<file path="config.mk">
export PLATFORM = sky130hd
export DESIGN_NAME = cv32e40p_fpu_share_arbiter
export DESIGN_NICKNAME = d
export VERILOG_FILES = /design/src/rtl/cv32e40p_fpu_arb_pkg.sv /design/src/rtl/cv32e40p_fpu_arb_tag_fifo.sv /design/src/rtl/cv32e40p_fpu_share_arbiter.sv
export SDC_FILE = /design/constraint.sdc
export NUM_CORES = 1
export LEC_CHECK = 0
export CORE_AREA = 2 2 260 262
export CTS_CLUSTER_SIZE = 16
export DETAILED_ROUTE_END_ITERATION = 7
export DIE_AREA = 0 0 262 264
export PLACE_DENSITY_LB_ADDON = 0.25
export SETUP_SLACK_MARGIN = 0.4
export SYNTH_ARGS = -nofsm -noshare
export SYNTH_HDL_FRONTEND = slang
export SYNTH_HIERARCHICAL = 1
export SYNTH_SLANG_ARGS = --single-unit
</file>
<file path="constraint.sdc">
create_clock -name clk -period 4.6 [get_ports clk]
set_input_delay 0.69 -clock clk [delete_from_list [all_inputs] [get_ports clk]]
set_output_delay 0.69 -clock clk [all_outputs]
set_load 0.02 [all_outputs]
</file>
<file path="src/rtl/cv32e40p_fpu_arb_pkg.sv">
// Shared types and default widths for the FPU share arbiter.
package cv32e40p_fpu_arb_pkg;

  typedef enum logic [0:0] {IDLE, WAIT_GNT} fsm_e;

  // Index width, never below one bit so single-entry ranges stay legal
  function automatic int unsigned idx_w(input int unsigned n);
    return (n > 1) ? $clog2(n) : 1;
  endfunction

  localparam int unsigned NUM_REQ_DEF         = 4;
  localparam int unsigned MAX_OUTSTANDING_DEF = 4;
  localparam int unsigned ID_W                = idx_w(NUM_REQ_DEF);
  localparam int unsigned PTR_W               = idx_w(MAX_OUTSTANDING_DEF);

endpackage

</file>
<file path="src/rtl/cv32e40p_fpu_arb_tag_fifo.sv">
// In-order FIFO of requester IDs for operations issued to the shared FPU.
module cv32e40p_fpu_arb_tag_fifo
  import cv32e40p_fpu_arb_pkg::*;
#(
  parameter int unsigned DEPTH  = 2 ** PTR_W,
  parameter int unsigned DATA_W = ID_W
) (
  input  logic                          clk,
  input  logic                          rst_n,
  input  logic                          push,
  input  logic                          pop,
  input  logic [DATA_W-1:0]             wdata,
  output logic [DATA_W-1:0]             rdata,
  output logic                          full,
  output logic                          empty,
  output logic [idx_w(DEPTH):0]         count
);

  localparam int unsigned AW = idx_w(DEPTH);

  logic [DATA_W-1:0] mem [DEPTH];
  logic [AW-1:0]     rd_ptr;
  logic [AW-1:0]     wr_ptr;

  always_ff @(posedge clk) begin
    if (push) mem[wr_ptr] <= wdata;
  end

  // Pointers wrap naturally; count is one bit wider to represent full
  always_ff @(posedge clk) begin
    if (!rst_n) begin
      rd_ptr <= '0;
      wr_ptr <= '0;
      count  <= '0;
    end else begin
      if (push) wr_ptr <= wr_ptr + AW'(1);
      if (pop)  rd_ptr <= rd_ptr + AW'(1);
      case ({push, pop})
        2'b10:   count <= count + (AW+1)'(1);
        2'b01:   count <= count - (AW+1)'(1);
        default: count <= count;
      endcase
    end
  end

  assign rdata = mem[rd_ptr];
  assign full  = (count == (AW+1)'(DEPTH));
  assign empty = (count == '0);

endmodule

</file>
<file path="src/rtl/cv32e40p_fpu_share_arbiter.sv">
// Round-robin sharing of one FPU among several cores, with in-order result routing.
module cv32e40p_fpu_share_arbiter
  import cv32e40p_fpu_arb_pkg::*;
#(
  parameter int unsigned NUM_REQ         = NUM_REQ_DEF,
  parameter int unsigned MAX_OUTSTANDING = MAX_OUTSTANDING_DEF,
  parameter int unsigned APU_NARGS       = 3,
  parameter int unsigned APU_WOP         = 6,
  parameter int unsigned APU_NDSFLAGS    = 15,
  parameter int unsigned APU_NUSFLAGS    = 5
) (
  input  logic                              clk,
  input  logic                              rst_n,
  input  logic [NUM_REQ-1:0]                req_i,
  output logic [NUM_REQ-1:0]                gnt_o,
  input  logic [NUM_REQ*APU_WOP-1:0]        op_i,
  input  logic [NUM_REQ*APU_NARGS*32-1:0]   operands_i,
  input  logic [NUM_REQ*APU_NDSFLAGS-1:0]   flags_i,
  output logic [NUM_REQ-1:0]                rvalid_o,
  output logic [31:0]                       result_o,
  output logic [APU_NUSFLAGS-1:0]           rflags_o,
  output logic                              fpu_req_o,
  input  logic                              fpu_gnt_i,
  output logic [APU_WOP-1:0]                fpu_op_o,
  output logic [APU_NARGS*32-1:0]           fpu_operands_o,
  output logic [APU_NDSFLAGS-1:0]           fpu_flags_o,
  input  logic                              fpu_rvalid_i,
  input  logic [31:0]                       fpu_result_i,
  input  logic [APU_NUSFLAGS-1:0]           fpu_rflags_i,
  output logic                              busy_o,
  output logic                              err_o
);

  localparam int unsigned SEL_W = idx_w(NUM_REQ);
  localparam int unsigned CNT_W = idx_w(MAX_OUTSTANDING) + 1;
  localparam int unsigned OPS_W = APU_NARGS * 32;

  fsm_e             state, state_nxt;
  logic [SEL_W-1:0] prio_ptr, locked_id, winner, sel, head;
  logic             hs, bypass, push, pop, full, empty, err_set;
  logic [CNT_W-1:0] count;
  int unsigned      idx;
  logic             found;

  logic [APU_WOP-1:0]      op_arr    [NUM_REQ];
  logic [OPS_W-1:0]        opnd_arr  [NUM_REQ];
  logic [APU_NDSFLAGS-1:0] flags_arr [NUM_REQ];

  for (genvar g = 0; g < NUM_REQ; g++) begin : g_unpack
    assign op_arr[g]    = op_i[g*APU_WOP +: APU_WOP];
    assign opnd_arr[g]  = operands_i[g*OPS_W +: OPS_W];
    assign flags_arr[g] = flags_i[g*APU_NDSFLAGS +: APU_NDSFLAGS];
  end

  // First asserted request at or after the priority pointer, cyclic scan
  always_comb begin
    winner = prio_ptr;
    found  = 1'b0;
    idx    = 0;
    for (int unsigned i = 0; i < NUM_REQ; i++) begin
      idx = 32'(prio_ptr) + i;
      if (idx >= NUM_REQ) idx = idx - NUM_REQ;
      if (!found && req_i[SEL_W'(idx)]) begin
        winner = SEL_W'(idx);
        found  = 1'b1;
      end
    end
  end

  assign sel       = (state == WAIT_GNT) ? locked_id : winner;
  assign fpu_req_o = (state == WAIT_GNT) ? 1'b1 : ((|req_i) & ~full);
  assign hs        = fpu_req_o & fpu_gnt_i;
  assign bypass    = hs & fpu_rvalid_i & empty;
  assign push      = hs & ~bypass;
  assign pop       = fpu_rvalid_i & ~empty;

  assign fpu_op_o       = op_arr[sel];
  assign fpu_operands_o = opnd_arr[sel];
  assign fpu_flags_o    = flags_arr[sel];

  assign gnt_o    = hs ? (NUM_REQ'(1) << sel) : '0;
  assign rvalid_o = bypass ? (NUM_REQ'(1) << sel) :
                    pop    ? (NUM_REQ'(1) << head) : '0;
  assign result_o = fpu_result_i;
  assign rflags_o = fpu_rflags_i;
  assign busy_o   = (count != '0) | (state == WAIT_GNT);

  always_comb begin
    state_nxt = state;
    err_set   = fpu_rvalid_i & empty & ~hs;
    case (state)
      IDLE:     if (fpu_req_o && !fpu_gnt_i) state_nxt = WAIT_GNT;
      WAIT_GNT: begin
        if (!req_i[locked_id]) begin
          err_set   = 1'b1;
          state_nxt = IDLE;
        end else if (fpu_gnt_i) begin
          state_nxt = IDLE;
        end
      end
      default:  state_nxt = IDLE;
    endcase
  end

  always_ff @(posedge clk) begin
    if (!rst_n) begin
      state     <= IDLE;
      prio_ptr  <= '0;
      locked_id <= '0;
      err_o     <= 1'b0;
    end else begin
      state <= state_nxt;
      if (state == IDLE && fpu_req_o && !fpu_gnt_i) locked_id <= winner;
      if (hs) prio_ptr <= (sel == SEL_W'(NUM_REQ - 1)) ? '0 : sel + SEL_W'(1);
      if (err_set) err_o <= 1'b1;
    end
  end

  cv32e40p_fpu_arb_tag_fifo #(
    .DEPTH  (MAX_OUTSTANDING),
    .DATA_W (SEL_W)
  ) u_tag_fifo (
    .clk   (clk),
    .rst_n (rst_n),
    .push  (push),
    .pop   (pop),
    .wdata (sel),
    .rdata (head),
    .full  (full),
    .empty (empty),
    .count (count)
  );

endmodule

</file>
==> metrics.txt <==
final cell count without fillers=1999; Placed Instances=1991; asr flop ratio synth=0; achievable frequency=0.246 GHz; final hold viol count=0; final critical-path required period=4060 ps; combined area of all synthesized cells=5510 sq um; most frequent cells after synthesis=354 x mux2i_1, 55 x buf_4, 15 x dfxtp_1; H-tree depth=1; startpoint of the lowest-slack register-to-register path=u_tag_fifo/count[0]; starting utilization of the core area=0.0828; initial antenna violation count=4; Worst Path Class, Setup=in -> out; total number of vias=6444; FILL cells=7344; maximum clock insertion buffer count=2; area share of the largest cell type after synthesis=0.643; sum of overflow across all layers after global routing=0; DRC violation total after the first TritonRoute iteration=141; prevailing post-synth register cell=dfxtp_1; number of sinks handled by clock tree synthesis=23; setup total negative slack=0 ps; biggest area contributors in the synthesized netlist=mux2i_1 64%, buf_4 7.5%, dfxtp_1 5.4%; result of the run=complete, no violations; Core Box Area=66600 sq um; period utilisation layout=0.882; CP Data Arrival Time=3370 ps; CTS buffer count=3; post-synthesis sequential area ratio=0.0980; cell with the most instances after synthesis=mux2i_1; power density over the cells=284 nW/um^2; Worst setup EP type=output pin; global placer's final weighted congestion=0.823; max cap viols=0; post-synthesis area per instance=9.94 sq um; via/cell ratio=3.22; P&R area growth vs syn=127%; skew final=2.24 ps; cell taking the most area after synthesis=mux2i_1; Worst Hold Launch=prio_ptr[0]; io pins=678; critical path launch point type=input port; final count of negative-setup-slack endpoints=0; unique cell type count in the Yosys netlist=43; post-route total power=3.55 mW; syn_nets=1075; count of input and output buffers=603; RSZ-0062 raised after global routing=no; number of detailed-route iterations in the first pass=4; Final Max Tran Viols=0; Post-Route WL=31600 um; yosys warns=6; CTS hold repair buffers=0; floorplan die width=262 um; Slew Limit Headroom=0.636; clk_lat worst skew=260 ps; cells after synthesis=555; number of enable flip-flop cells after synthesis=8; Worst Setup SP=req_i[2]; clock tree from TritonCTS=done; total global routing track utilization=0.0811; pin count of the biggest net entering global routing=35; transition at the pin with the smallest max-transition slack=541 ps; post-layout net count=1646; fraction of layout cells with a size suffix above 1=0.0524; number of design rule violations left after detail routing=0; required time at the endpoint of the critical path=3910 ps; vias in the first global route=6924; std cell rows=95; Layout Utilization=0.188; Seq cells post-synth=23; maximum fanout count along the critical path=18; first-pass GRT wire length=42200 um; Max VDD drop=0.135 mV; antenna-violating nets left=0; vertical extent of the die=264 um; CTS Root Cell=clkbuf_16; CTS clk-pin slew, worst paths=60 ps; detail-routed net length per standard cell=15.8 um; leakage power figure=5.87 nW; post-detailed-placement half-perimeter wirelength=27800 um; area of the die=69200 sq um; HP Class=reg -> reg
## cell type report
cell class | count | area, sq um | share of cell area
Tap cell | 873 | 1090 | 0.0874
Multi-Input combinational cell | 442 | 4230 | 0.339
Clock inverter | 1 | 7.51 | 0.000601
Clock buffer | 3 | 75.1 | 0.00601
Timing Repair Buffer | 642 | 6490 | 0.519
Antenna cell | 1 | 2.50 | 0.000200
Sequential cell | 23 | 541 | 0.0433
Inverter | 14 | 57.6 | 0.00461
## cells by family after synthesis
kind of cell / synth area share
multiplexers: 0.655
buffers and inverters: 0.138
AND/OR/NAND/NOR: 0.0526
flip-flops: 0.0980
AO/OA/AOI/OAI: 0.0311
adder cells (fa/ha/maj): 0.0172
XOR/XNOR: 0.00794
## state kept, by name (all words and copies together) (netlist names), named ones only
name and cells:
u_tag_fifo/mem 8, u_tag_fifo/count 3, locked_id 2, prio_ptr 2, u_tag_fifo/rd_ptr 2, u_tag_fifo/wr_ptr 2
err_o 1, state 1
## timing repair
item | in CTS | in global routing
setup endpoints to repair | 38 | 70
setup buffers | 0 | 2
gates resized for setup | 36 | 34
pin swaps | 0 | 1
cloned | 0 | 1
## cell usage in the layout, fill, tap and decap left out, drive strengths merged, types with 2 or more instances in the layout
master           n
nand2b           2
buf             45
dlymetal6s2s    32
clkbuf           4
a21boi           3
nor3             2
o22ai            3
xnor2            2
xor2             3
o21ai            6
edfxtp           8
inv             14
nor2b            7
and2            12
nor2             9
dlygate4sd2     33
mux4             3
dfxtp           15
nor4             2
mux2i          354
ha               6
nand3            2
nand2            8
clkdlybuf4s50  531
## stage by stage
step                setup slack [ps]  hold slack [ps]  cell area [sq um]
floorplan                       1570              448               5510
global placement                 285              473              12300
detailed placement               287              479              12300
CTS                              400              488              12400
global route                     401              522              12500
finish                           543              482              12500
## where the power goes
part / total (mW) / switching (mW) / internal, mW
Sequential: 0.301 / 0.0385 / 0.262
Combinational: 3.06 / 1.47 / 1.58
Clock: 0.193 / 0.0754 / 0.118
Total: 3.55 / 1.59 / 1.96
## metal layers
metal | wire length, um | GRT usage
met1 | 10700 | 0.0801
met2 | 17400 | 0.167
met3 | 3030 | 0.0202
met4 | 442 | 0.0133
met5 | 22 | 0
## path summary, 6_finish.rpt
kind                          to  slack, ps  depth (start not counted)
max           fpu_operands_o[72]        540                         10
min                  prio_ptr[0]        480                          2
max reg2reg  u_tag_fifo/count[2]       1880                         13
min reg2reg          prio_ptr[0]        480                          2
## worst max-delay path, stage by stage
cell and delay (ps):
clkdlybuf4s50_1 540, nor3_1 100, a2111oi_4 320, nor3b_1 90
or2_4 270, inv_6 70, buf_12 180, buf_12 210
mux2i_1 190, clkdlybuf4s50_1 650
No activity file was read; power rests on OpenSTA's default activity.
